**src/rtl/lc3b_writeback_buffer.sv**
```systemverilog
// lc3b_writeback_buffer
//   Single-entry eviction buffer between the L1 data cache memory port and
//   physical memory. A dirty-line writeback is absorbed in one cycle so the
//   refill read that usually follows can go to pmem first. The buffered line
//   drains to pmem after IDLE_FLUSH_DELAY idle cycles, or earlier when a
//   second writeback needs the slot.
//
//   Ports
//     clk, reset            rising-edge clock, synchronous active-high reset
//     mem_address/read/     cache-side request (held until mem_resp)
//       write/wdata
//     mem_rdata, mem_resp   cache-side response (mem_resp is a 1-cycle pulse)
//     pmem_address/read/    pmem-side request (held until pmem_resp)
//       write/wdata
//     pmem_rdata, pmem_resp pmem-side response
//
//   All outputs are registered.
module lc3b_writeback_buffer #(
    parameter int IDLE_FLUSH_DELAY = 2
) (
    input  logic         clk,
    input  logic         reset,
    input  logic [15:0]  mem_address,
    input  logic         mem_read,
    input  logic         mem_write,
    input  logic [127:0] mem_wdata,
    output logic [127:0] mem_rdata,
    output logic         mem_resp,
    output logic [15:0]  pmem_address,
    output logic         pmem_read,
    output logic         pmem_write,
    output logic [127:0] pmem_wdata,
    input  logic [127:0] pmem_rdata,
    input  logic         pmem_resp
);

    typedef enum logic [1:0] {
        S_IDLE,
        S_RESP,
        S_READ,
        S_FLUSH
    } state_t;

    localparam logic [4:0] FLUSH_AT = 5'(IDLE_FLUSH_DELAY);

    state_t         state;
    logic           valid;
    logic [11:0]    tag;
    logic [127:0]   data;
    logic [3:0]     idle_cnt;

    // Byte offset within the line is irrelevant to a line buffer.
    logic           addr_offset_unused;
    assign addr_offset_unused = ^mem_address[3:0];

    always_ff @(posedge clk) begin
        if (reset) begin
            state        <= S_IDLE;
            valid        <= 1'b0;
            tag          <= '0;
            data         <= '0;
            idle_cnt     <= '0;
            mem_rdata    <= '0;
            mem_resp     <= 1'b0;
            pmem_address <= '0;
            pmem_read    <= 1'b0;
            pmem_write   <= 1'b0;
            pmem_wdata   <= '0;
        end else begin
            // Defaults: the response is a single-cycle pulse, and the idle
            // counter only survives in IDLE with nothing requested.
            mem_resp <= 1'b0;
            idle_cnt <= '0;

            unique case (state)
                S_IDLE: begin
                    if (mem_read) begin
                        // A simultaneous mem_write is ignored; the cache
                        // must reissue it.
                        if (valid && tag == mem_address[15:4]) begin
                            mem_rdata <= data;
                            mem_resp  <= 1'b1;
                            state     <= S_RESP;
                        end else begin
                            // Reads bypass a buffered line; it is not
                            // written out first.
                            pmem_read    <= 1'b1;
                            pmem_address <= {mem_address[15:4], 4'h0};
                            state        <= S_READ;
                        end
                    end else if (mem_write) begin
                        if (!valid) begin
                            tag      <= mem_address[15:4];
                            data     <= mem_wdata;
                            valid    <= 1'b1;
                            mem_resp <= 1'b1;
                            state    <= S_RESP;
                        end else begin
                            // Slot busy (even on a tag match, no merging):
                            // drain it, then take the write from IDLE again.
                            pmem_write   <= 1'b1;
                            pmem_address <= {tag, 4'h0};
                            pmem_wdata   <= data;
                            state        <= S_FLUSH;
                        end
                    end else if (valid) begin
                        // Flush once the counter would reach the delay; a
                        // delay of 0 or 1 therefore flushes on the first
                        // idle cycle.
                        if ({1'b0, idle_cnt} + 5'd1 >= FLUSH_AT) begin
                            pmem_write   <= 1'b1;
                            pmem_address <= {tag, 4'h0};
                            pmem_wdata   <= data;
                            state        <= S_FLUSH;
                        end else begin
                            idle_cnt <= idle_cnt + 4'd1;
                        end
                    end
                end

                // The cache still holds its request during this cycle.
                S_RESP: state <= S_IDLE;

                S_READ: begin
                    if (pmem_resp) begin
                        mem_rdata <= pmem_rdata;
                        pmem_read <= 1'b0;
                        mem_resp  <= 1'b1;
                        state     <= S_RESP;
                    end
                end

                // Never aborted; requests arriving meanwhile wait and then
                // see an empty buffer, so they are served from pmem.
                S_FLUSH: begin
                    if (pmem_resp) begin
                        valid      <= 1'b0;
                        pmem_write <= 1'b0;
                        state      <= S_IDLE;
                    end
                end

                default: state <= S_IDLE;
            endcase
        end
    end

endmodule

```
**config.mk**
```make
export PLATFORM = sky130hd
export DESIGN_NAME = lc3b_writeback_buffer
export DESIGN_NICKNAME = d
export VERILOG_FILES = /design/src/rtl/lc3b_writeback_buffer.sv
export SDC_FILE = /design/constraint.sdc
export NUM_CORES = 1
export LEC_CHECK = 0
export CAP_MARGIN = 40
export CORE_AREA = 5 5 214 216
export CTS_CLUSTER_SIZE = 14
export DETAILED_ROUTE_END_ITERATION = 10
export DIE_AREA = 0 0 219 221
export PLACE_DENSITY = 0.74
export SYNTH_ARGS = -nofsm -noshare
export SYNTH_HDL_FRONTEND = slang
export SYNTH_SLANG_ARGS = --single-unit
```
**constraint.sdc**
```tcl
create_clock -name clk -period 3.4 [get_ports clk]
set_input_delay 0.34 -clock clk [delete_from_list [all_inputs] [get_ports clk]]
set_output_delay 0.34 -clock clk [all_outputs]
set_load 0.02 [all_outputs]
```
======== Yosys cells after proc, flatten, opt, wreduce, memory -nomap -nowiden ========
Cells that the tools add are included.
storage, ports and cells
  register bits after elaboration ......... 422
  bits in latches ......................... 0
  memory bits (writable) .................. 0
  bits in read-only memories .............. 0
  output and inout bits ................... 275
  memories kept ........................... 0
cells by class
  add/sub/neg operators ................... 2
  multiply operators ...................... 0
  divide/modulo/power cells ............... 0
  $lt $le $gt $ge ......................... 1
  eq/ne operators ......................... 16
  shifts and indexed selects .............. 0
  muxes and demuxes ....................... 42
  bitwise gates (word level) .............. 3
  reduce and logical (&&, ||, !) cells .... 16
operator list
  cell                                                                                 count
  128-bit two-way mux                                                                  7
  128-bit one-hot mux with 2 select lines                                              1
  16-bit two-way mux                                                                   6
  4-bit AND reduction                                                                  7
  2-bit inequality test, second input constant                                         9
  2-bit two-way mux                                                                    8
  1-bit two-way mux                                                                    15
  12-bit equality test                                                                 1
  4-bit inequality test, second input constant                                         2
  1-bit one-hot mux with 2 select lines                                                4
  2-bit one-hot mux with 4 select lines                                                1
  2-bit nonzero test                                                                   4
  6-bit OR reduction                                                                   1
  4-bit by 1-bit adder with 5-bit output, second input constant                        1
  5-bit by 2-bit greater-or-equal comparator with 1-bit output, second input constant  1
  5-bit AND reduction                                                                  1
  4-bit by 1-bit adder with 4-bit output, second input constant                        1
  2-bit equality test, second input constant                                           2
  3-bit inequality test, second input constant                                         1
  1-bit NOT                                                                            3
  3-bit nonzero test                                                                   1
  2-bit by 1-bit equality test with 1-bit output, second input constant                1
  2-bit logical NOT                                                                    1
  1-bit logical AND                                                                    1

======== Longest topological paths before layout ========
  depth after elaboration ................. 7
  mapped depth ............................ 9

======== Worst setup path after synthesis ========
OpenSTA, ideal clock, no wires.
  path type ............................... register to register
  start ................................... register idle_cnt[0]
  end ..................................... register pmem_wdata[100]
  arrival time ............................ 2276 ps
  data required time ...................... 3330 ps
  slack ................................... 1054 ps
  stages on the path, launching flop included .. 9
  clock period less this slack ............ 2346 ps
  cell sequence ........................... dfxtp_1 ha_1 or2_2 o21a_1 o41ai_1 clkbuf_1 clkbuf_1 nand2_1 a21oi_1
between the ends
  cells in the longest elaborated chain, start to end .. 4
RTL lines
  element                                                       line  source
  from (decl)                                                   50    logic [3:0] idle_cnt;
  from (signal assigned)                                        116   idle_cnt <= idle_cnt + 4'd1;
  4-bit by 1-bit adder with 5-bit output                        110   if ({1'b0, idle_cnt} + 5'd1 >= FLUSH_AT) begin
  5-bit by 2-bit greater-or-equal comparator with 1-bit output  110
  2-bit nonzero test (no line)                                  --
  4-bit AND reduction (no line)                                 --
  to (signal assigned)                                          103   pmem_wdata <= data;
  to (signal assigned)                                          113   pmem_wdata <= data;
  to (decl)                                                     32    output logic [127:0] pmem_wdata,
Every way passes these cells.
A chain may end at the register's enable or synchronous reset.

======== Worst setup path in the final report ========
  start ................................... register tag[7]
  end ..................................... register mem_rdata[81]
between the ends
  cells in the longest elaborated chain, start to end .. 4
RTL lines
  element                          line  source
  from (decl)                      48    logic [11:0] tag;
  from (signal assigned)           93    tag <= mem_address[15:4];
  12-bit equality test             80    if (valid && tag == mem_address[15:4]) begin
  1-bit logical AND                80
  2-bit inequality test (no line)  --
  4-bit AND reduction (no line)    --
  to (signal assigned)             81    mem_rdata <= data;
  to (signal assigned)             126   mem_rdata <= pmem_rdata;
  to (decl)                        27    output logic [127:0] mem_rdata,
Every way passes these cells.

==> run_results.csv <==
group,metric,value,unit
placed_design,post-place-ws,0.481,ns
finish,area_delta_synth_final,50.1,%
grt,grt_use_total,22.1,%
min_path,hp-class,"in -> reg",
critical_path,crit_path_end_kind,"flip-flop",
clock_network,max-clock-path-buffers,3,
synthesis,synth_cells,1783,
finish,nets,2529,
critical_path,start_kind,"flip-flop",
synthesis,synth-seq-cells,418,
pwr,p_total,12.2,mW
synthesis,synth_area,15300,um^2
critical_path,critPathTopFamily,"simple AND/OR/NAND/NOR gates",
floorplan,dieArea,48400,um^2
critical_path,slowest_stage,"or4_1",
timing,rsz0062_at_grt,"false",
timing,fmax,400,MHz
clock_network,holdBufCountCts,0,
grt,grt_pass1_wl,86400,um
critical_path,cp_data_arrival_time,2.93,ns
pwr,p_leak,7.98,nW
floorplan,coreArea,43700,um^2
placed_design,gp_congestion,0.844,
drt,postRouteAntennaNets,0,
drt,wl_per_cell,19.8,um
drt,first_iter_violations,1248,
flow_run,maxCapViolations,0,
timing,finalHoldViolations,0,
timing,tightest_slew,0.840,ns
timing,min_period_over_period,73.6,%
timing,setup_tns,0,ns
timing,finalClockSkew,0.0206,ns
grt,grt_pass1_vias,14500,
timing,relSlewSlack,44.0,%
critical_path,path_buf_inv,1,
synthesis,yosysUniqueCellTypes,46,
critical_path,cp_max_fo,107,
drt,num_vias,15000,
clock_network,root_buffer,"clkbuf_16",
grt,antenna_found_initial,5,
placed_design,hpwl,37700,um
critical_path,critPathKind,"reg -> reg",
placed_design,placed_cell_area,21300,um^2
clock_network,cts_buffers,46,
drt,drc,0,
drt,drtPass1Iterations,5,
status,status,"finished, final reports clean",
synthesis,ys_seq_area_share,54.7,%
timing,worst_slack,0.899,ns
floorplan,ios,552,
synthesis,ys.flop_type,"dfxtp_1",
synthesis,synth-edff-count,0,
synthesis,postSynth.asyncResetShare,0,%
finish,layout-drive-gt1-share,4.81,%
clock_network,clock-sinks,418,
floorplan,rows,77,
finish,design_area,23000,um^2
floorplan,die_h,221,um
drt,avgViaCountPerCell,5.20,
clock_network,clkLatencyLatePin,0.56,ns
timing,drv_slew,0,
clock_network,post_cts_buffers,0,
drt,drt-total-wl,56900,um
critical_path,critPathMaxStageDelay,0.59,ns
floorplan,dieWidth,219,um
finish,fillers,3996,
timing,finalSetupViolCount,0,
clock_network,cts_resized,0,
clock_network,htree_levels,2,
clock_network,clk_pin_slew,0.06,ns
critical_path,required,3.83,ns
pwr,cellPowerDensity,533,nW/um^2
floorplan,initial_core_util,35.0,%
grt,grt_max_degree,149,
placed_design,io_buffers,543,
critical_path,crit_chain,"xnor2_1 > nand4_1 > or4_1 > a22o_4 > buf_12 > a221o_1",
clock_network,cts_tree,"done",
synthesis,syn_area_per_cell,8.59,um^2
timing,fin_crit,2.50,ns
pwr,vdd_ir_drop_max,0.000410,V
grt,grt_overflow,0,
synthesis,synth_warnings,0,
[cell usage in the layout (no fill, tap or decap), drive strengths merged, types with 4 or more instances in the layout]
cell / instances
a32oi: 12
xnor2: 12
buf: 25
bufinv: 8
nor2: 7
nand2: 546
nand3: 42
and2: 108
clkbuf: 67
nor3: 4
conb: 7
clkdlybuf4s50: 542
a31oi: 20
o211ai: 12
a22oi: 21
a221o: 107
inv: 5
a21oi: 284
clkinv: 8
dfxtp: 418
[area by class of cell]
cell class / instances / area [um^2] / area share (%)
flip-flops and latches: 418 / 8370 / 36.4
multi-input cells: 1213 / 6390 / 27.8
repair buffers: 567 / 5790 / 25.2
clock buffers: 67 / 1370 / 5.98
well taps: 592 / 741 / 3.22
clock inverters: 18 / 297 / 1.29
inverters: 4 / 15.0 / 0.0653
diodes: 1 / 2.50 / 0.0109
[layer usage]
| metal | vias to the layer above | share of wire, % | track usage, % |
|---|---|---|---|
| met5 | - | 0.069 | 0 |
| met4 | 8 | 2.9 | 6.08 |
| met3 | 113 | 9.9 | 7.70 |
| met2 | 692 | 47 | 35.5 |
| met1 | 7121 | 41 | 28.3 |
| li1 | 7031 | - | - |
[logic make-up (layout without fill, tap and decap cells)]
logic type / after synthesis / count (layout) / synth area share (%)
and+or+nand+nor: 721 / 721 / 20.2
AOI/OAI and AO/OA: 470 / 470 / 20.1
DFF: 418 / 418 / 54.7
buffers and inverters: 158 / 656 / 4.09
xor gates and xnor gates: 13 / 13 / 0.744
adders and majority gates: 2 / 2 / 0.163
other: 1 / 8 / 0.0245
[synth_stat cells (2+ instances only)]
cell type,number,area [um^2]
a22oi_1,21,158
a221o_1,107,1070
o31a_1,2,17.5
buf_4,6,45.0
nand4_1,2,12.5
buf_2,8,40.0
nor3_1,4,20.0
nor2_1,7,26.3
or4_1,2,15.0
a21oi_1,284,1420
inv_1,4,15.0
dfxtp_1,418,8370
clkbuf_1,139,522
a31oi_1,20,125
a32oi_1,12,105
and2_1,108,676
o211ai_1,12,90.1
xnor2_1,12,105
nand3_1,42,210
nand2_1,546,2050
ha_1,2,25.0
[where the power goes]
part / switching, mW / total [mW] / leakage [nW] / internal (mW)
Sequential: 0.162 / 5.28 / 3.39 / 5.12
Combinational: 0.816 / 1.52 / 3.77 / 0.701
Clock: 2.04 / 5.45 / 0.822 / 3.41
Total: 3.01 / 12.2 / 7.98 / 9.23
[flip-flops by register name (all words and copies together), names as in the netlist, 2 cells and up]
| register | cells |
|---|---|
| data | 128 |
| state | 2 |
| pmem_address | 12 |
| idle_cnt | 4 |
| tag | 12 |
| pmem_wdata | 128 |
| mem_rdata | 128 |
[worst register-to-register path, cell delays in order, from the launching register on]
cell,delay [ns]
dfxtp_1,0.38
xnor2_1,0.14
nand4_1,0.21
or4_1,0.59
a22o_4,0.25
buf_12,0.22
a221o_1,0.59
[worst paths after layout]
path | cells past startpoint | start | slack [ns] | to
worst max-delay path | 6 | tag[7] | 0.90 | mem_rdata[81]
worst min-delay path | 2 | reset | 0.21 | tag[5]
worst max register to register | 6 | tag[7] | 0.90 | mem_rdata[81]
worst min register to register | 2 | pmem_wdata[68] | 0.45 | pmem_wdata[68]
[per-stage QoR]
stage	hold WS (ns)	util, %	cells
after floorplan	0.445	-	1789
final	0.209	52.5	2880
after global placement	0.442	48.6	2792
after CTS	0.191	52.5	2879
after global routing	0.218	52.5	2880
after detailed placement	0.448	48.7	2794
(Power assumes the default switching activity.)
